$ cat config.mk
export PLATFORM = sky130hd
export DESIGN_NAME = seg7_scan_driver
export DESIGN_NICKNAME = d
export VERILOG_FILES = /design/src/rtl/seg7_scan_driver.sv
export SDC_FILE = /design/constraint.sdc
export NUM_CORES = 1
export LEC_CHECK = 0
export ABC_AREA = 1
export ABC_CLOCK_PERIOD_IN_PS = 2900
export BUFFER_PORTS_ARGS = -buffer_cell sky130_fd_sc_hd__buf_2
export CAP_MARGIN = 0
export CORE_ASPECT_RATIO = 0.9
export CORE_MARGIN = 2
export CORE_UTILIZATION = 35
export CTS_CLUSTER_SIZE = 10
export DETAILED_ROUTE_END_ITERATION = 12
export SLEW_MARGIN = 20
export SYNTH_ARGS = -nofsm -noshare
export SYNTH_HDL_FRONTEND = slang
export SYNTH_SLANG_ARGS = --single-unit
$ cat constraint.sdc
create_clock -name clk -period 2.9 [get_ports clk]
set_input_delay 0.58 -clock clk [delete_from_list [all_inputs] [get_ports clk]]
set_output_delay 0.58 -clock clk [all_outputs]
set_load 0.005 [all_outputs]
$ cat src/rtl/seg7_scan_driver.sv
`default_nettype none
// ============================================================================
//  Module   : seg7_scan_driver
//  Brief    : Samples a binary count once per scan frame, converts it to BCD
//             with a sequential double-dabble engine and multiplexes the
//             decimal digits onto a common-anode, active-low 7-segment display.
//  Revision : 1.0 - initial release
// ============================================================================
module seg7_scan_driver #(
    parameter int DATA_W      = 4,
    parameter int NUM_DIGITS  = 4,
    parameter int REFRESH_DIV = 100000,
    parameter int BLANK_LZ    = 1
) (
    input  logic                  clk,
    input  logic                  rst,
    input  logic [DATA_W-1:0]     count,
    output logic [NUM_DIGITS-1:0] an,
    output logic [6:0]            seg,
    output logic                  dp
);

    localparam int c_DIV_W = (REFRESH_DIV > 1) ? $clog2(REFRESH_DIV) : 1;
    localparam int c_IDX_W = (NUM_DIGITS > 1) ? $clog2(NUM_DIGITS) : 1;
    localparam int c_CNT_W = $clog2(DATA_W + 1);
    localparam int c_BCD_W = 4 * NUM_DIGITS;

    localparam logic [c_DIV_W-1:0]    c_DIV_LAST = c_DIV_W'(REFRESH_DIV - 1);
    localparam logic [c_IDX_W-1:0]    c_IDX_LAST = c_IDX_W'(NUM_DIGITS - 1);
    localparam logic [c_CNT_W-1:0]    c_CNT_INIT = c_CNT_W'(DATA_W);
    localparam logic [c_CNT_W-1:0]    c_CNT_ONE  = c_CNT_W'(1);
    localparam logic [NUM_DIGITS-1:0] c_AN_ONE   = NUM_DIGITS'(1);

    typedef enum logic [1:0] {
        IDLE = 2'd0,
        CONV = 2'd1,
        DONE = 2'd2
    } state_t;

    state_t                r_state;
    state_t                w_state_nxt;
    logic [c_DIV_W-1:0]    r_div;
    logic [c_IDX_W-1:0]    r_dig_idx;
    logic [c_IDX_W-1:0]    w_idx_nxt;
    logic                  w_tick;
    logic                  w_frame_tick;
    logic [DATA_W-1:0]     r_samp;
    logic [c_BCD_W-1:0]    r_bcd;
    logic [c_BCD_W-1:0]    w_bcd_adj;
    logic [c_CNT_W-1:0]    r_bitcnt;
    logic [c_BCD_W-1:0]    r_bcd_hold;
    logic                  r_valid_pend;
    logic [c_BCD_W-1:0]    r_disp_bcd;
    logic [c_BCD_W-1:0]    w_disp_nxt;
    logic [NUM_DIGITS:1]   w_hi_zero;
    logic [NUM_DIGITS-1:0] w_blank;
    logic [3:0]            w_digit;
    logic                  w_sel_blank;
    logic [NUM_DIGITS-1:0] r_an;
    logic [6:0]            r_seg;

    function automatic logic [6:0] seg_decode(input logic [3:0] d);
        logic [6:0] s;
        case (d)
            4'd0:    s = 7'b1000000;
            4'd1:    s = 7'b1111001;
            4'd2:    s = 7'b0100100;
            4'd3:    s = 7'b0110000;
            4'd4:    s = 7'b0011001;
            4'd5:    s = 7'b0010010;
            4'd6:    s = 7'b0000010;
            4'd7:    s = 7'b1111000;
            4'd8:    s = 7'b0000000;
            4'd9:    s = 7'b0010000;
            default: s = 7'b1111111;
        endcase
        return s;
    endfunction

    // ---------------------------------------------------------------- scan timing
    assign w_tick       = (r_div == c_DIV_LAST);
    assign w_frame_tick = w_tick && (r_dig_idx == c_IDX_LAST);
    assign w_idx_nxt    = (r_dig_idx == c_IDX_LAST) ? '0 : r_dig_idx + 1'b1;

    always_ff @(posedge clk or negedge rst) begin
        if (!rst) begin
            r_div     <= '0;
            r_dig_idx <= '0;
        end else if (w_tick) begin
            r_div     <= '0;
            r_dig_idx <= w_idx_nxt;
        end else begin
            r_div     <= r_div + 1'b1;
        end
    end

    // ---------------------------------------------------------------- conversion FSM
    always_ff @(posedge clk or negedge rst) begin
        if (!rst) begin
            r_state <= IDLE;
        end else begin
            r_state <= w_state_nxt;
        end
    end

    always_comb begin
        w_state_nxt = r_state;
        case (r_state)
            IDLE:    if (w_frame_tick) w_state_nxt = CONV;
            CONV:    if (r_bitcnt == c_CNT_ONE) w_state_nxt = DONE;
            DONE:    w_state_nxt = IDLE;
            default: w_state_nxt = IDLE;
        endcase
    end

    always_comb begin
        w_bcd_adj = r_bcd;
        for (int k = 0; k < NUM_DIGITS; k++) begin
            if (r_bcd[4*k +: 4] >= 4'd5) begin
                w_bcd_adj[4*k +: 4] = r_bcd[4*k +: 4] + 4'd3;
            end
        end
    end

    always_ff @(posedge clk or negedge rst) begin
        if (!rst) begin
            r_samp     <= '0;
            r_bcd      <= '0;
            r_bitcnt   <= '0;
            r_bcd_hold <= '0;
        end else begin
            case (r_state)
                IDLE: begin
                    if (w_frame_tick) begin
                        r_samp   <= count;
                        r_bcd    <= '0;
                        r_bitcnt <= c_CNT_INIT;
                    end
                end
                CONV: begin
                    // MSB of the adjusted BCD falls off the top of the shift
                    {r_bcd, r_samp} <= {w_bcd_adj, r_samp} << 1;
                    r_bitcnt        <= r_bitcnt - 1'b1;
                end
                DONE: begin
                    r_bcd_hold <= r_bcd;
                end
                default: begin
                    r_bitcnt <= '0;
                end
            endcase
        end
    end

    // ---------------------------------------------------------------- display load
    assign w_disp_nxt = (w_frame_tick && r_valid_pend) ? r_bcd_hold : r_disp_bcd;

    always_ff @(posedge clk or negedge rst) begin
        if (!rst) begin
            r_valid_pend <= 1'b0;
            r_disp_bcd   <= '0;
        end else begin
            r_disp_bcd <= w_disp_nxt;
            if (r_state == DONE) begin
                r_valid_pend <= 1'b1;
            end else if (w_frame_tick) begin
                r_valid_pend <= 1'b0;
            end
        end
    end

    // ---------------------------------------------------------------- leading-zero blanking
    assign w_hi_zero[NUM_DIGITS] = 1'b1;
    assign w_blank[0]            = 1'b0;

    for (genvar k = 1; k < NUM_DIGITS; k++) begin : g_blank
        assign w_hi_zero[k] = w_hi_zero[k+1] && (w_disp_nxt[4*k +: 4] == 4'd0);
        assign w_blank[k]   = (BLANK_LZ != 0) && w_hi_zero[k];
    end

    always_comb begin
        w_digit     = '0;
        w_sel_blank = 1'b0;
        for (int k = 0; k < NUM_DIGITS; k++) begin
            if (w_idx_nxt == c_IDX_W'(k)) begin
                w_digit     = w_disp_nxt[4*k +: 4];
                w_sel_blank = w_blank[k];
            end
        end
    end

    // Outputs are built from next-cycle index/data so they land with the new slot
    always_ff @(posedge clk or negedge rst) begin
        if (!rst) begin
            r_an  <= '1;
            r_seg <= 7'h7F;
        end else if (w_tick) begin
            if (w_sel_blank) begin
                r_an  <= '1;
                r_seg <= 7'h7F;
            end else begin
                r_an  <= ~(c_AN_ONE << w_idx_nxt);
                r_seg <= seg_decode(w_digit);
            end
        end
    end

    assign an  = r_an;
    assign seg = r_seg;
    assign dp  = 1'b1;

endmodule
`default_nettype wire

==> results.py, run 1 <==
metrics = {
    "placement": {
        "io_buffers": 16,
        "place_hpwl_mm": 6.68,
        "gp_congestion": 0.871,
        "pre_cts_slack_ns": 0.253,
        "dpl.cell_count": 725,
    },
    "setup_path": {
        "cp_max_fo": 7,
        "worstSetupPathType": "reg2reg",
        "worst_setup_path_start_kind": "register",
        "worstPathArrival_ns": 2.87,
        "crit_path_end_kind": "register",
        "worst_ep_required_time_ns": 3.17,
    },
    "synth": {
        "syn-instance-count": 550,
        "synth_nets": 576,
        "yosysSeqAreaShare_pct": 48.9,
        "netlist.area_leader.share_pct": 42.5,
        "ys.flop_type": "dfrtp_1",
        "postSynthAreaPerCell_um2": 8.24,
        "synth-edff-count": 0,
        "synth.area.top_cells": "dfrtp_1 (43%), nand2_1 (8.9%), inv_1 (7.0%)",
        "ys_warn_count": 0,
        "yosys.area.top_type": "dfrtp_1",
        "synth_area_um2": 4530,
        "ys_ff_latch": 88,
        "synth_cell_types": 40,
        "async_reset_ff_share_pct": 100,
    },
    "cells_and_area": {
        "drive_above_1_share_pct": 13.3,
        "layout.nets": 598,
        "final_common_cell": "nand2_1",
        "area_delta_synth_final_pct": 13.6,
        "finalNonFillerCells": 741,
        "nFillCells": 1292,
        "layout_common_cells": "nand2_1 (107), inv_1 (84), dfrtp_1 (77)",
        "multi_input_area_um2": 1920,
        "antenna_cells": 0,
        "postLayoutCoreUtil_pct": 40.6,
        "seq_area_um2": 2220,
    },
    "grt": {
        "grt_max_degree": 82,
        "grt_pass1_wl_mm": 16.3,
        "grt_busiest_layer": "met2",
        "grt_overflow": 0,
        "antenna_found_initial": 0,
        "grtUsageMet2_pct": 23.0,
        "first_global_vias": 3560,
        "grt_util_met3_pct": 3.69,
        "grt_use_met1_pct": 19.5,
        "grt_use_total_pct": 14.7,
    },
    "route": {
        "ant_nets": 0,
        "wl_mm": 9.30,
        "dr.pass1.iters": 4,
        "vias": 3539,
        "wl_per_cell_um": 12.5,
        "dr.first_iter.drc_count": 232,
        "via_per_inst": 4.78,
        "post-route-drc-count": 0,
    },
    "timing": {
        "clock.fmax_mhz": 384,
        "min_period_over_period_pct": 89.8,
        "fin_skew_ns": 0.00894,
        "tightest_slew_ns": 0.865,
        "setup_violations": 0,
        "fin_ws_ns": 0.295,
        "holdWs_ns": 0.284,
        "timing.slew.headroom_pct": 42.2,
        "period_needed_ns": 2.60,
        "hold_viol": 0,
        "drv_slew": 0,
    },
    "floorplan": {
        "num_rows": 39,
        "fp.dieH_um": 112,
        "dieArea_um2": 13900,
        "die_w_um": 124,
        "start_util_pct": 35.7,
        "core_region_area_um2": 12700,
        "io_pins": 18,
    },
    "cts": {
        "clkSinkCount": 88,
        "clkTransAtPathRegs_ns": 0.06,
        "h-tree-depth": 3,
        "clock_latency_ns": 0.34,
        "ctsRootBufferMaster": "clkbuf_16",
        "cts_made_buffers": 9,
        "cts_tree": "done",
        "clk_path_buf_depth": 2,
        "cts_setup_buffers": 0,
    },
    "flow_run": {
        "drv_cap": 0,
    },
    "power_and_ir_drop": {
        "power_mw": 2.42,
        "max-vdd-ir-drop_v": 0.000258,
        "p_leak_nw": 2.49,
        "p_per_area_nw_per_um2": 471,
    },
    "outcome": {
        "outcome": "completed",
    },
    "hold_path": {
        "holdCritPathClass": "in2async",
    },
}
[metrics by stage]
step | setup TNS, ns | cell area (µm²)
after floorplan | 0 | 4530
after global placement | 0 | 4820
after detailed placement | 0 | 4820
after CTS | 0 | 5120
after global routing | -0.0485 | 5140
final | 0 | 5140
[layout make-up]
type | count | area share [%]
clock buffers | 12 | 4.79
clock inverters | 4 | 1.05
inverters | 90 | 6.57
multi-input cells | 357 | 37.3
flip-flops and latches | 88 | 43.1
well taps | 164 | 3.99
repair buffers | 26 | 3.28
[metal layers]
metal / wire (µm) / part of all wire, %
met5: 0 / 0
met4: 198 / 2.1
met1: 4590 / 49
met3: 303 / 3.3
met2: 4210 / 45
[cell families (layout without fill, tap and decap cells)]
group / after synthesis / in the layout / synth area share, %
buffers and inverters: 105 / 132 / 9.09
AOI/OAI and AO/OA: 95 / 95 / 11.4
and+or+nand+nor: 235 / 235 / 23.9
DFF: 88 / 88 / 48.9
other: 1 / 1 / 0.0828
adders and majority gates: 20 / 20 / 5.52
xor gates and xnor gates: 6 / 6 / 1.16
[critical path, stage by stage (launching register included)]
cell,delay [ns]
dfrtp_1,0.37
ha_2,0.21
nand3_2,0.13
inv_1,0.10
nand3_1,0.12
nor2_4,0.21
buf_4,0.18
nand4_1,0.15
nand3_1,0.13
nand2_1,0.05
inv_1,0.08
a21oi_2,0.09
ha_1,0.21
nand3b_1,0.19
nand3_1,0.11
nand2_1,0.06
nor2_1,0.09
nor2_1,0.05
[report_power, final]
group / internal [mW] / switching [mW] / total (mW)
Sequential: 1.23 / 0 / 1.23
Clock: 0.693 / 0.472 / 1.17
Combinational: 0.00491 / 0.0241 / 0.0290
[sequential cells by signal (all words and copies together) (netlist names)]
register and flops:
r_disp_bcd 16, r_dig_idx 2, an 4, r_bcd_hold 16, r_bcd 16, r_valid_pend 1, r_bitcnt 3, r_div 17
r_state 2, r_samp 4, seg 7
[synthesized netlist by cell type (4+ instances only)]
master and instances:
a21oi_1 18, xor2_1 6, o211ai_1 5, ha_1 20
inv_2 5, dfstp_2 11, nand4_1 12, or2_0 4
nand2_1 108, and2_1 6, inv_1 85, clkbuf_1 10
o21ai_0 57, nor3_1 5, nor2_1 46, o22ai_1 6
dfrtp_1 77, nand2_2 7, nand3_1 35
[final timing paths]
check | start | to | slack (ns) | cells after the start
max in group asynchronous | rst | seg[5] | 1.95 | 2
worst max-delay path | r_div[0] | seg[0] | 0.30 | 17
worst min register to register | r_div[0] | r_div[0] | 0.46 | 1
worst max register to register | r_div[0] | seg[0] | 0.30 | 17
worst min-delay path | rst | r_bcd_hold[12] | 0.28 | 1
min in group clk | r_div[0] | r_div[0] | 0.46 | 1
[what timing repair did]
| action | 4_1_cts | 5_1_grt |
|---|---|---|
| setup endpoints to repair | 0 | 7 |
| hold buffers | 0 | 0 |
| hold endpoints to repair | 0 | 0 |
| resized for setup | 0 | 8 |
Note: power is estimated with default switching activity, not from simulation.
==> inputs of run 2 (changes only) <==
--- a/config.mk
+++ b/config.mk
@@ -5,7 +5,6 @@
 export SDC_FILE = /design/constraint.sdc
 export NUM_CORES = 1
 export LEC_CHECK = 0
-export ABC_AREA = 1
 export ABC_CLOCK_PERIOD_IN_PS = 2900
 export BUFFER_PORTS_ARGS = -buffer_cell sky130_fd_sc_hd__buf_2
 export CAP_MARGIN = 0
==> run 2 against run 1 <==
Power down 0.76%. Synthesized area down 1.4%. Design area up 1.5%. First-iteration DRC count down 20%. Highest routed layer unchanged. Clock skew down 0.0026 ns. Sequential power about the same. Sequential share of layout area down 0.63 points. Synthesized cell count down 24%. Combinational power up 7.9%. Clock power about the same. Die area down 1.4%. Final cell count down 16%. Critical path type unchanged.
==> results.py, run 2 <==
metrics = {
    "outcome": {
        "outcome": "completed",
    },
    "synth": {
        "ys_ff_latch": 88,
        "synth_area_um2": 4470,
        "netlist.area_leader.share_pct": 43.1,
        "yosys.area.top_type": "dfrtp_1",
        "ys_warn_count": 0,
        "synth_cell_types": 63,
        "synthMostInstantiatedCell": "dfrtp_1",
        "async_reset_ff_share_pct": 100,
        "postSynthAreaPerCell_um2": 10.7,
        "synth.area.top_cells": "dfrtp_1 (43%), dfstp_2 (6.5%), ha_1 (5.6%)",
        "ys_top_cells_by_count": "dfrtp_1 (77), nand2_1 (47), o21ai_0 (42), nor2_1 (28)",
        "synth-edff-count": 0,
        "syn-instance-count": 416,
        "yosysSeqAreaShare_pct": 49.6,
        "synth_nets": 442,
        "ys.flop_type": "dfrtp_1",
    },
    "placement": {
        "dpl.cell_count": 601,
        "io_buffers": 16,
        "place_hpwl_mm": 6.16,
        "pre_cts_slack_ns": 0.0238,
        "gp_congestion": 0.799,
        "place_area_um2": 4830,
    },
    "setup_path": {
        "worstSetupPathType": "reg2reg",
        "worstPathArrival_ns": 3.11,
        "cpLargestDelayFamily": "simple AND/OR/NAND/NOR gates",
        "crit_end": "seg[5]",
        "crit_buf_inv": 1,
        "cp_slowest_stage_delay_ns": 0.43,
        "crit_path_end_kind": "register",
        "crit_slowest_cell": "dfrtp_2",
        "worst_setup_path_start_kind": "register",
        "r2r_slack_ns": 0.05,
        "cp.depth": 11,
        "worst_ep_required_time_ns": 3.16,
        "cp-startpoint": "r_div[8]",
        "cp_max_fo": 3,
        "crit_chain": "nor4b_4 -> nand4_4 -> nor2_8 -> buf_6 -> mux2_4 -> a221o_1 -> o221a_4 -> ha_4 -> or3_1 -> a31oi_1 -> nor3_1",
        "reg2reg_from": "r_div[8]",
        "r2r_end": "seg[5]",
        "rr_worst_depth": 11,
    },
    "cells_and_area": {
        "layout_common_cells": "dfrtp_1 (76), nand2_1 (47), o21ai_0 (42)",
        "antenna_cells": 0,
        "area_delta_synth_final_pct": 16.9,
        "design_area_um2": 5220,
        "layout.nets": 481,
        "final_common_cell": "dfrtp_1",
        "regMostFlops": "r_div",
        "drive_above_1_share_pct": 26.1,
        "largest_reg_flops": 17,
        "finalNonFillerCells": 624,
        "postLayoutCoreUtil_pct": 41.5,
    },
    "power_and_ir_drop": {
        "max-vdd-ir-drop_v": 0.000281,
        "power_mw": 2.40,
        "p_per_area_nw_per_um2": 460,
        "p_leak_nw": 2.39,
    },
    "grt": {
        "grt_pass1_wl_mm": 15.0,
        "first_global_vias": 3007,
        "grt_util_met3_pct": 3.03,
        "grt_use_total_pct": 13.7,
        "grt_max_degree": 52,
        "antenna_found_initial": 0,
        "grt_busiest_layer": "met2",
        "grt_overflow": 0,
        "grtUsageMet2_pct": 20.1,
        "grt_use_met1_pct": 20.1,
    },
    "route": {
        "dr.pass1.iters": 4,
        "wl_mm": 8.81,
        "via_per_inst": 4.88,
        "ant_nets": 0,
        "vias": 3043,
        "dr.first_iter.drc_count": 185,
        "wl_per_cell_um": 14.1,
        "post-route-drc-count": 0,
    },
    "floorplan": {
        "core_region_area_um2": 12600,
        "die_w_um": 123,
        "fp.dieH_um": 111,
        "num_rows": 39,
        "dieArea_um2": 13700,
        "io_pins": 18,
        "start_util_pct": 35.5,
    },
    "timing": {
        "fin_ws_ns": 0.0455,
        "clock.fmax_mhz": 350,
        "holdWs_ns": 0.211,
        "rsz0062_at_grt": "true",
        "setup_violations": 0,
        "min_period_over_period_pct": 98.4,
        "hold_viol": 0,
        "tightest_slew_ns": 0.968,
        "fin_skew_ns": 0.00634,
        "period_needed_ns": 2.85,
        "timing.slew.headroom_pct": 35.4,
        "drv_slew": 0,
        "setup_tns_ns": 0,
    },
    "cts": {
        "cts_tree": "done",
        "clkTransAtPathRegs_ns": 0.06,
        "ctsHoldBuffers": 0,
        "clk_path_buf_depth": 2,
        "cts_made_buffers": 9,
        "ctsRootBufferMaster": "clkbuf_16",
        "h-tree-depth": 3,
        "clock_latency_ns": 0.33,
        "clkSinkCount": 88,
    },
    "flow_run": {
        "drv_cap": 0,
    },
    "hold_path": {
        "holdCritPathClass": "in2async",
    },
}
==> run 2: layer usage <==
| layer | wire length [µm] | vias to the layer above | share of wire [%] |
|---|---|---|---|
| li1 | - | 1538 | - |
| met1 | 4560 | 1466 | 52 |
| met3 | 219 | 7 | 2.5 |
| met2 | 3960 | 32 | 45 |
| met5 | 0 | - | 0 |
| met4 | 70 | 0 | 0.79 |
==> run 2: cell families after synthesis <==
family          Yosys count  synth area share [%]
mux                      28                  7.14
other cells               1                0.0840
simple gates            126                  15.3
buf+inv                  38                  3.81
xor+xnor                 21                  4.12
compound gates           94                  14.3
flops                    88                  49.6
fa+ha+maj                20                  5.60
==> run 2: final cells by class <==
type	count	area, µm²
multi-input cells	290	2110
inverters	23	86.3
clock buffers	12	246
clock inverters	4	45.0
well taps	164	205
repair buffers	43	313
flip-flops and latches	88	2220
fillers	1207	7370
==> run 2: worst register-to-register path, cell delays in order, from the launching register on <==
cell and delay (ns):
dfrtp_2 0.43, nor4b_4 0.36, nand4_4 0.18, nor2_8 0.17, buf_6 0.12, mux2_4 0.29, a221o_1 0.33, o221a_4 0.14
ha_4 0.16, or3_1 0.34, a31oi_1 0.18, nor3_1 0.07
==> run 2: how the worst min path moves through the flow <==
stage / from / cells past startpoint / end
2_1_floorplan: rst / 0 / r_bcd[0]
3_3_place_gp: r_bitcnt[2] / 1 / r_state[1]
3_5_place_dp: r_bitcnt[2] / 1 / r_state[1]
4_1_cts: rst / 1 / r_bcd[9]
5_1_grt: rst / 1 / r_bcd[9]
6_report: rst / 1 / r_bcd[9]
==> run 2: timing repair <==
| action | 4_1_cts | 5_1_grt |
|---|---|---|
| setup buffers | 0 | 7 |
| setup endpoints to repair | 1 | 5 |
| pin swaps | 1 | 11 |
| resized for setup | 0 | 15 |
==> run 2: where the power goes <==
group	internal, mW	total [mW]	switching [mW]	leakage [nW]
clock network	0.687	1.14	0.457	0.146
registers	1.23	1.23	0	1.15
logic	0.00625	0.0313	0.0251	1.10
==> inputs of run 3 (changes only) <==
--- a/config.mk
+++ b/config.mk
@@ -5,11 +5,9 @@
 export SDC_FILE = /design/constraint.sdc
 export NUM_CORES = 1
 export LEC_CHECK = 0
-export ABC_CLOCK_PERIOD_IN_PS = 2900
 export BUFFER_PORTS_ARGS = -buffer_cell sky130_fd_sc_hd__buf_2
 export CAP_MARGIN = 0
 export CORE_ASPECT_RATIO = 0.9
-export CORE_MARGIN = 2
 export CORE_UTILIZATION = 35
 export CTS_CLUSTER_SIZE = 10
 export DETAILED_ROUTE_END_ITERATION = 12
==> run 3 against run 2 <==
Flip-flop and latch count did not move. Fmax fell by 0.29%. Core utilization rose by 1.0 points. Clock skew rose by 0.0010 ns. Non-clock buffer count rose by 1. Wire length fell by 2.8%. Count of clock-buffer cells in the layout did not move. Final cell count fell by 0.48%. Power fell by 3.3%. Register-to-register slack barely moved. Global-route usage rose by 0.69 points. Critical path type unchanged. Largest power group unchanged.
==> results.py, run 3 (synthesis gave the netlist of run 2 again) <==
metrics = {
    "placement": {
        "io_buffers": 16,
        "gp_congestion": 0.815,
        "place_hpwl_mm": 5.93,
        "pre_cts_slack_ns": -0.0266,
        "place_area_um2": 4810,
    },
    "cts": {
        "cts_made_buffers": 9,
        "cts_tree": "done",
        "clkSinkCount": 88,
        "clkTransAtPathRegs_ns": 0.06,
        "ctsRootBufferMaster": "clkbuf_16",
        "h-tree-depth": 3,
        "clk_path_buf_depth": 2,
        "clock_latency_ns": 0.34,
    },
    "setup_path": {
        "crit_path_end_kind": "register",
        "worstSetupPathType": "reg2reg",
        "cp-startpoint": "r_div[8]",
        "r2r_end": "seg[5]",
        "crit_chain": "nor4b_4 -> nand4_4 -> nor2_8 -> buf_6 -> mux2_2 -> a22oi_2 -> a21boi_4 -> ha_4 -> or3_1 -> a31oi_1 -> nor3_1",
        "worst_setup_path_start_kind": "register",
        "crit_slowest_cell": "dfrtp_1",
        "r2r_slack_ns": 0.04,
        "cp_max_fo": 4,
        "cpLargestDelayFamily": "simple AND/OR/NAND/NOR gates",
        "reg2reg_from": "r_div[8]",
        "rr_worst_depth": 11,
        "worst_ep_required_time_ns": 3.16,
        "worstPathArrival_ns": 3.12,
        "crit_buf_inv": 1,
        "crit_end": "seg[5]",
        "cp_slowest_stage_delay_ns": 0.43,
        "cp.depth": 11,
    },
    "route": {
        "wl_mm": 8.56,
        "post-route-drc-count": 0,
        "dr.first_iter.drc_count": 248,
        "vias": 3116,
        "wl_per_cell_um": 13.8,
        "via_per_inst": 5.02,
        "ant_nets": 0,
        "dr.pass1.iters": 4,
    },
    "cells_and_area": {
        "layout.nets": 482,
        "layout_common_cells": "dfrtp_1 (76), nand2_1 (47), o21ai_0 (42)",
        "drive_above_1_share_pct": 26.0,
        "design_area_um2": 5220,
        "nFillCells": 1174,
        "regMostFlops": "r_div",
        "final_common_cell": "dfrtp_1",
        "area_delta_synth_final_pct": 16.8,
        "antenna_cells": 0,
        "largest_reg_flops": 17,
    },
    "floorplan": {
        "fp.dieH_um": 109,
        "die_w_um": 121,
        "dieArea_um2": 13200,
        "core_region_area_um2": 12300,
        "num_rows": 38,
        "io_pins": 18,
        "start_util_pct": 36.4,
    },
    "timing": {
        "fin_ws_ns": 0.0372,
        "hold_viol": 0,
        "tightest_slew_ns": 1.01,
        "fin_skew_ns": 0.00734,
        "drv_slew": 0,
        "setup_violations": 0,
        "setup_tns_ns": 0,
        "holdWs_ns": 0.245,
        "min_period_over_period_pct": 98.7,
        "timing.slew.headroom_pct": 32.8,
        "clock.fmax_mhz": 349,
        "period_needed_ns": 2.86,
        "rsz0062_at_grt": "true",
    },
    "outcome": {
        "outcome": "completed",
    },
    "grt": {
        "antenna_found_initial": 0,
        "grt_overflow": 0,
        "grt_max_degree": 46,
        "first_global_vias": 3080,
        "grt_use_total_pct": 14.4,
        "grt_pass1_wl_mm": 15.0,
    },
    "hold_path": {
        "holdCritPathClass": "in2async",
    },
    "power_and_ir_drop": {
        "p_clk_share_pct": 45.8,
        "switchingPower_mw": 0.491,
        "internal-power_mw": 1.83,
        "p_comb_share_pct": 1.4,
        "seqPwrFrac_pct": 52.8,
        "p_per_area_nw_per_um2": 446,
        "power_mw": 2.33,
        "switching_share_pct": 21.1,
        "p_leak_nw": 2.39,
        "max-vdd-ir-drop_v": 0.000210,
    },
    "flow_run": {
        "drv_cap": 0,
    },
}
run 3: repair_timing:
action / in CTS / in global routing
setup buffers: 1 / 9
hold buffers: 0 / 0
hold endpoints to repair: 0 / 0
setup endpoints to repair: 2 / 5
resized for setup: 0 / 15
gates cloned: 0 / 0
pin swaps: 1 / 10
run 3: power by group through the flow:
stage                     Sequential [mW]  Combinational [mW]  Clock [mW]
final                                1.23              0.0316        1.07
after CTS                            1.23              0.0346        1.10
after detailed placement             1.25              0.0343           0
after floorplan                      1.25             0.00232           0
after global placement               1.25              0.0333           0
after global routing                 1.23              0.0380        1.15
run 3: per-stage QoR:
step / std cells / utilization [%]
after detailed placement: 595 / 39.2
after floorplan: 416 / -
after global placement: 595 / 39.2
after global routing: 621 / 42.5
final: 621 / 42.5
after CTS: 612 / 41.5
run 3: how the worst min path moves through the flow:
stage	depth (start not counted)	startpoint	slack, ns	to
floorplan	0	rst	0.28	r_bcd[0]
global placement	1	r_bitcnt[2]	0.44	r_state[1]
detailed placement	1	r_bitcnt[2]	0.45	r_state[1]
CTS	1	rst	0.27	r_div[5]
global route	1	rst	0.29	r_div[15]
finish	1	rst	0.24	r_div[5]
run 3: final cells by class:
class	count	area (µm²)	area share, %
multi-input cells	290	2130	40.8
clock inverters	4	22.5	0.432
flip-flops and latches	88	2220	42.5
clock buffers	12	246	4.73
well taps	160	200	3.84
repair buffers	44	317	6.07
inverters	23	86.3	1.66
run 3: routing by layer:
layer  up-vias  part of all wire (%)  routed length, µm  track usage (%)
met5         -                     0                  0                0
met4         0                  0.30                 26             4.59
met3         2                   3.4                290             3.66
met2        41                    44               3800             22.4
met1      1536                    52               4440             19.7
li1       1537                     -                  -                -
